==> src/rtl/hub75_pkg.sv <==
// rtl/hub75_pkg.sv - shared types and default widths for the HUB75 framebuffer arbiter
package hub75_pkg;

    localparam int DEF_MEM_DATA_WIDTH = 18;
    localparam int DEF_MEM_ADDR_WIDTH = 4;
    localparam int DEF_WR_FIFO_DEPTH  = 4;

    // RAM address = {bank, word address}
    localparam int BANK_ADDR_WIDTH = DEF_MEM_ADDR_WIDTH + 1;

    typedef enum logic [1:0] {
        ST_IDLE  = 2'd0,
        ST_ARMED = 2'd1,
        ST_SWAP  = 2'd2
    } swap_state_t;

endpackage

==> src/rtl/hub75_wr_fifo.sv <==
// rtl/hub75_wr_fifo.sv - synchronous FIFO holding queued host writes {addr, data}
//
// Ports:
//   clk, rst_n       clock, asynchronous active-low reset
//   push, push_data  enqueue one entry (caller guarantees !full)
//   pop, pop_data    dequeue head; pop_data shows the head while !empty
//   full, empty      occupancy flags
module hub75_wr_fifo #(
    parameter int WIDTH = 22,
    parameter int DEPTH = 4
) (
    input  logic             clk,
    input  logic             rst_n,
    input  logic             push,
    input  logic [WIDTH-1:0] push_data,
    input  logic             pop,
    output logic [WIDTH-1:0] pop_data,
    output logic             full,
    output logic             empty
);

    localparam int PTR_W = $clog2(DEPTH);
    localparam int CNT_W = PTR_W + 1;

    logic [WIDTH-1:0] mem [DEPTH];
    logic [PTR_W-1:0] wr_ptr;
    logic [PTR_W-1:0] rd_ptr;
    logic [CNT_W-1:0] count;

    assign full     = (count == CNT_W'(DEPTH));
    assign empty    = (count == '0);
    assign pop_data = mem[rd_ptr];

    // Storage needs no reset; only the pointers define validity.
    always_ff @(posedge clk) begin
        if (push) begin
            mem[wr_ptr] <= push_data;
        end
    end

    // Pointers are power-of-two sized, so the natural wrap is the modulo.
    always_ff @(posedge clk or negedge rst_n) begin
        if (!rst_n) begin
            wr_ptr <= '0;
            rd_ptr <= '0;
            count  <= '0;
        end else begin
            if (push) begin
                wr_ptr <= wr_ptr + PTR_W'(1);
            end
            if (pop) begin
                rd_ptr <= rd_ptr + PTR_W'(1);
            end
            case ({push, pop})
                2'b10:   count <= count + CNT_W'(1);
                2'b01:   count <= count - CNT_W'(1);
                default: count <= count;
            endcase
        end
    end

endmodule

==> src/rtl/hub75_fb_arbiter.sv <==
// rtl/hub75_fb_arbiter.sv - double-buffered display RAM arbiter for a HUB75 panel driver
//
// Ports:
//   CLK, RESET_N          clock, asynchronous active-low reset
//   DRV_ADDR/DRV_RD       driver read of the front bank (highest priority)
//   DRV_DATA              read data, valid 2 cycles after the read is sampled
//   DRV_FRAME_DONE        driver end-of-frame pulse
//   HOST_WR_*             host write stream into the back bank (queued)
//   HOST_SWAP_REQ/ACK     host bank-swap handshake
//   FRONT_BANK            bank currently scanned by the driver
//   RAM_*                 registered single-port RAM interface
module hub75_fb_arbiter
    import hub75_pkg::*;
#(
    parameter int MEM_DATA_WIDTH = DEF_MEM_DATA_WIDTH,
    parameter int MEM_ADDR_WIDTH = DEF_MEM_ADDR_WIDTH,
    parameter int WR_FIFO_DEPTH  = DEF_WR_FIFO_DEPTH
) (
    input  logic                      CLK,
    input  logic                      RESET_N,
    input  logic [MEM_ADDR_WIDTH-1:0] DRV_ADDR,
    input  logic                      DRV_RD,
    output logic [MEM_DATA_WIDTH-1:0] DRV_DATA,
    input  logic                      DRV_FRAME_DONE,
    input  logic [MEM_ADDR_WIDTH-1:0] HOST_WR_ADDR,
    input  logic [MEM_DATA_WIDTH-1:0] HOST_WR_DATA,
    input  logic                      HOST_WR_VALID,
    output logic                      HOST_WR_READY,
    input  logic                      HOST_SWAP_REQ,
    output logic                      HOST_SWAP_ACK,
    output logic                      FRONT_BANK,
    output logic [MEM_ADDR_WIDTH:0]   RAM_ADDR,
    output logic [MEM_DATA_WIDTH-1:0] RAM_WDATA,
    output logic                      RAM_WE,
    input  logic [MEM_DATA_WIDTH-1:0] RAM_RDATA
);

    localparam int ENTRY_W = MEM_ADDR_WIDTH + MEM_DATA_WIDTH;

    swap_state_t               state_q;
    swap_state_t               state_d;
    logic                      front_q;
    logic                      run_q;
    logic                      fifo_push;
    logic                      fifo_pop;
    logic                      fifo_full;
    logic                      fifo_empty;
    logic [ENTRY_W-1:0]        fifo_head;
    logic [MEM_ADDR_WIDTH-1:0] head_addr;
    logic [MEM_DATA_WIDTH-1:0] head_data;
    logic [MEM_ADDR_WIDTH:0]   ram_addr_q;
    logic [MEM_DATA_WIDTH-1:0] ram_wdata_q;
    logic                      ram_we_q;

    // run_q keeps READY low while reset is held and lets it rise one clock after release.
    assign HOST_WR_READY = run_q && !fifo_full && (state_q == ST_IDLE);
    assign fifo_push     = HOST_WR_VALID && HOST_WR_READY;
    // The driver owns the port whenever it reads; writes only fill the gaps.
    assign fifo_pop      = !DRV_RD && !fifo_empty;
    assign {head_addr, head_data} = fifo_head;

    hub75_wr_fifo #(
        .WIDTH (ENTRY_W),
        .DEPTH (WR_FIFO_DEPTH)
    ) u_wr_fifo (
        .clk       (CLK),
        .rst_n     (RESET_N),
        .push      (fifo_push),
        .push_data ({HOST_WR_ADDR, HOST_WR_DATA}),
        .pop       (fifo_pop),
        .pop_data  (fifo_head),
        .full      (fifo_full),
        .empty     (fifo_empty)
    );

    always_comb begin
        state_d       = state_q;
        HOST_SWAP_ACK = 1'b0;
        case (state_q)
            ST_IDLE: begin
                if (HOST_SWAP_REQ) begin
                    state_d = ST_ARMED;
                end
            end
            ST_ARMED: begin
                // Swapping with writes still queued would expose a torn frame.
                if (fifo_empty && DRV_FRAME_DONE) begin
                    state_d = ST_SWAP;
                end
            end
            ST_SWAP: begin
                HOST_SWAP_ACK = 1'b1;
                state_d       = ST_IDLE;
            end
            default: state_d = ST_IDLE;
        endcase
    end

    always_ff @(posedge CLK or negedge RESET_N) begin
        if (!RESET_N) begin
            state_q <= ST_IDLE;
            front_q <= 1'b0;
            run_q   <= 1'b0;
        end else begin
            state_q <= state_d;
            run_q   <= 1'b1;
            // The new bank takes effect for reads sampled after the SWAP cycle.
            if (state_q == ST_SWAP) begin
                front_q <= ~front_q;
            end
        end
    end

    always_ff @(posedge CLK or negedge RESET_N) begin
        if (!RESET_N) begin
            ram_addr_q  <= '0;
            ram_wdata_q <= '0;
            ram_we_q    <= 1'b0;
        end else if (DRV_RD) begin
            ram_addr_q <= {front_q, DRV_ADDR};
            ram_we_q   <= 1'b0;
        end else if (fifo_pop) begin
            ram_addr_q  <= {~front_q, head_addr};
            ram_wdata_q <= head_data;
            ram_we_q    <= 1'b1;
        end else begin
            ram_we_q <= 1'b0;
        end
    end

    assign RAM_ADDR   = ram_addr_q;
    assign RAM_WDATA  = ram_wdata_q;
    assign RAM_WE     = ram_we_q;
    assign FRONT_BANK = front_q;
    assign DRV_DATA   = RAM_RDATA;

endmodule
==> config.mk <==
export PLATFORM = sky130hd
export DESIGN_NAME = hub75_fb_arbiter
export DESIGN_NICKNAME = d
export VERILOG_FILES = /design/src/rtl/hub75_pkg.sv /design/src/rtl/hub75_wr_fifo.sv /design/src/rtl/hub75_fb_arbiter.sv
export SDC_FILE = /design/constraint.sdc
export NUM_CORES = 1
export LEC_CHECK = 0
export BUFFER_PORTS_ARGS = -buffer_cell sky130_fd_sc_hd__buf_2
export CAP_MARGIN = 20
export CORE_MARGIN = 2
export CORE_UTILIZATION = 55
export DETAILED_ROUTE_END_ITERATION = 10
export PLACE_DENSITY = 0.79
export SETUP_SLACK_MARGIN = 0.5
export SLEW_MARGIN = 10
export SYNTH_ARGS = -nofsm -noshare
export SYNTH_HDL_FRONTEND = slang
export SYNTH_HIERARCHICAL = 1
export SYNTH_SLANG_ARGS = --single-unit
==> constraint.sdc <==
create_clock -name CLK -period 2.3 [get_ports CLK]
set_clock_uncertainty 0.1 [all_clocks]
set_input_delay 0.23 -clock CLK [delete_from_list [all_inputs] [get_ports CLK]]
set_output_delay 0.23 -clock CLK [all_outputs]
set_load 0.02 [all_outputs]
==> results.md <==
* Status: finished, final reports clean
* Worst Path Required at 2580 ps
* Yosys top cell area share at 54.0%
* FF-to-FF End: u_wr_fifo/count[2]$_DFFE_PN0P_
* Routed len/inst at ~22 um
* HPWL Detailed at ~5000 um
* Worst r2r src: u_wr_fifo/count[0]$_DFFE_PN0P_
* CP max FO at 2
* Slew HR at 41.1%
* Setup crit end kind: flip-flop
* Maximum clock insertion buffer count at 2
* Crit path to: u_wr_fifo/count[2]$_DFFE_PN0P_
* Power share of the clock group at between 30% and 40%
* ANT nets after route at 0
* Slowest Stage Delay on Critical Path at between 400 and 500 ps
* Layout area overhead at 37.2%
* Total CTS buffers at 17
* Area contributors post-synth: edfxtp_1 54%, dfrtp_1 18%, mux4_2 8.3%
* Tot Pwr at 8090 uW
* Final estimated routing congestion in global placement at about 0.75
* Ys async rst share at approximately 28%
* PwrDens at around 1200 nW/um^2
* Final #Nets at between 400 and 500
* Initial antenna violation count at 0
* Reg2reg path depth at 11
* Flop pwr share at 36.7%
* Final design utilization at just under 80%
* # setup viols final at 0
* Worst EP arrival at 2420 ps
* Hold Crit Depth at 4
* Gr usage total at about a quarter
* Max Freq at roughly 470 MHz
* Comb pwr share at between 20 and 30%
* Port Buffers at a little under 60
* DR DRC count at 0
* Row count at 34
* Initial Util at 56.4%
* CTS H-Tree Depth at 4
* Pre-CTS setup slack at approximately 110 ps
* Slew Limit Fails at 0
* Via Count at approximately 2.7k
* Num Clock Sinks at around 120
* Synth unique cells at 30
* Post-synth EDFFs at ~90
* Area of the mapped netlist at between 4000 and 5000 sq um
* Routed vias/inst at 5.47
* Core Area at ~8700 sq um
* Worst slew pin tran at 884 ps
* Final Hold Vio Count at 0
* Worst-path clk slew at about 60 ps
* Die X at approximately 98 um
* FF-to-FF setup slack at between 150 and 200 ps
* Min cycle time layout at between 2000 and 2500 ps
* Min Hold Slack at around 120 ps
* Min-delay worst type: in2reg
* Leakage at about 0.0027 uW
* Peak supply drop at 0.000674 V
* Hold Startpoint: HOST_WR_VALID
* CP max-delay cell: dfrtp_1
* Die Ht at around 98 um
* Clk root buf: clkbuf_8
* First-pass GRT wire length at between 15000 and 20000 um
* Vias in the first global route at 2838
* Setup TNS at 0 ps
* 1st-pass router iterations at 4
* GRT overflow at 0
* Antenna Cells at 0
* Worst-Skew Late Latency at between 500 and 600 ps
* Seq cells post-synth at ~120
* Pin count of the biggest net entering global routing at 36
* Iteration-0 DRC Markers at approximately 150
* Yosys top cell by area: edfxtp_1
* Synth Warn # at 6
* Max_cap viols at 0
* Sequential share of the synthesized area at 71.9%
* RSZ-0062 raised after global routing: true
* CP startpoint kind: flip-flop
* Ports at between 90 and 100
* Setup Crit Path Kind: reg2reg
* Final WS setup at approximately 160 ps
* NetSw at 2330 uW
* Net Count, Synth at roughly 300
* Gate Count Post-Synth at approximately 240
* Switch share at between 20% and 30%
* CTS tree: built
* Top_reg_cell synth: edfxtp_1
* Crit path cell chain: inv_2 > and3_4 > nor4b_4 > and2_4 > inv_4 > ha_4 > inv_2 > fa_2 > xor2_1 > nor2_1 > xor2_1
* Fraction of layout cells with a size suffix above 1 at a little under half
* Final period util at between 90% and 100%
* DIE AREA at just under 10000 sq um
* Internal power at 5760 uW
* Worst setup path startpoint: u_wr_fifo/count[0]$_DFFE_PN0P_
* Final wirelength at 11000 um
* Mapped Avg Cell Area at approximately 20 sq um
==> cell usage after synthesis, types with 3 or more instances <==
library cell  number
xor2_1             5
mux4_2            18
ha_1               5
dfrtp_1           35
buf_4             18
buf_12             3
buf_2              3
nand2_1            6
edfxtp_1          88
mux4_1             4
inv_1              6
mux2i_1            5
nor2_1             3
and2_1             6
mux2_2             9
mux2_4             9
o21ai_0            5
==> logic make-up after synthesis <==
kind of cell / count (synthesis) / synth area share (%)
compound gates: 7 / 0.869
xor+xnor: 7 / 1.25
fa+ha+maj: 6 / 1.69
buf+inv: 32 / 5.21
flops: 123 / 71.9
mux: 45 / 16.3
other cells: 1 / 0.0766
simple gates: 22 / 2.74
==> critical path, delay by kind of cell, from the launching register on <==
| family | cells | cell delay, ps |
|---|---|---|
| buffers and inverters | 3 | 160 |
| adder cells (fa/ha/maj) | 2 | 330 |
| XOR/XNOR | 2 | 290 |
| flip-flops | 1 | 430 |
| AND/OR/NAND/NOR | 4 | 700 |
==> power by group through the flow <==
stage	Sequential, uW	Combinational, uW	Clock [uW]
finish	2970	2420	2700
CTS	2940	2300	2710
detailed placement	2980	1960	0
global placement	2960	1910	0
floorplan	3190	1320	0
global route	3010	2550	2850
==> through the flow <==
step	area, sq um	cells
floorplan	4940	243
global placement	5250	396
detailed placement	5250	396
CTS	6660	488
global route	6710	494
finish	6710	494
==> layout by cell type, fill, tap and decap left out, types with 2 or more instances in the layout <==
| cell type | count |
|---|---|
| ha_1 | 4 |
| bufbuf_16 | 7 |
| xnor2_1 | 2 |
| nand2_1 | 6 |
| inv_1 | 2 |
| mux2_4 | 9 |
| clkinv_2 | 2 |
| xor2_1 | 5 |
| clkbuf_8 | 2 |
| mux4_2 | 18 |
| buf_2 | 57 |
| dfrtp_1 | 35 |
| buf_8 | 2 |
| mux4_1 | 4 |
| buf_6 | 2 |
| and2_4 | 5 |
| mux2_2 | 9 |
| dlygate4sd3_1 | 34 |
| inv_2 | 3 |
| nor2_1 | 3 |
| o21ai_0 | 5 |
| clkinvlp_4 | 3 |
| clkbuf_16 | 16 |
| bufinv_16 | 4 |
| mux2i_1 | 5 |
| buf_12 | 5 |
| buf_4 | 29 |
| edfxtp_1 | 88 |
| clkinv_1 | 4 |
==> flip-flops by register name, summed over array words and instances (netlist names), 2 cells and up <==
name	cells
u_wr_fifo/mem	88
u_wr_fifo/wr_ptr	2
state_q	2
RAM_WDATA	18
RAM_ADDR	5
u_wr_fifo/rd_ptr	2
u_wr_fifo/count	3
==> how the worst min path moves through the flow <==
stage                                           end  slack, ps
floorplan                    FRONT_BANK$_DFFE_PN0P_       -170
global placement           RAM_WDATA[7]$_DFFE_PN0P_        270
detailed placement         RAM_WDATA[6]$_DFFE_PN0P_        290
CTS                 u_wr_fifo/wr_ptr[0]$_DFFE_PN0P_         80
global route        u_wr_fifo/wr_ptr[0]$_DFFE_PN0P_        120
finish              u_wr_fifo/wr_ptr[0]$_DFFE_PN0P_        120
==> what timing repair did <==
action | CTS | global route
hold endpoints to repair | 129 | 0
pin swaps | 10 | 3
setup buffers | 18 | 6
gates resized for setup | 24 | 2
cloned | 8 | 0
setup endpoints to repair | 92 | 102
hold buffers | 34 | 0
==> routing by layer <==
metal,vias up,GRT usage (%),share of wire [%]
met3,26,6.66,4.6
met5,-,0,0
met1,1389,31.4,42
met4,0,8.85,1.9
li1,1180,-,-
met2,106,38.7,52
==> area by class of cell <==
cell class,instances,area [sq um]
Timing Repair Buffer,137,1250
Clock buffer,18,428
Clock inverter,14,176
Fill cell,463,1960
Inverter,6,25.0
Multi-Input combinational cell,88,1180
Sequential cell,123,3520
Tap cell,108,135
(Power assumes the default switching activity.)
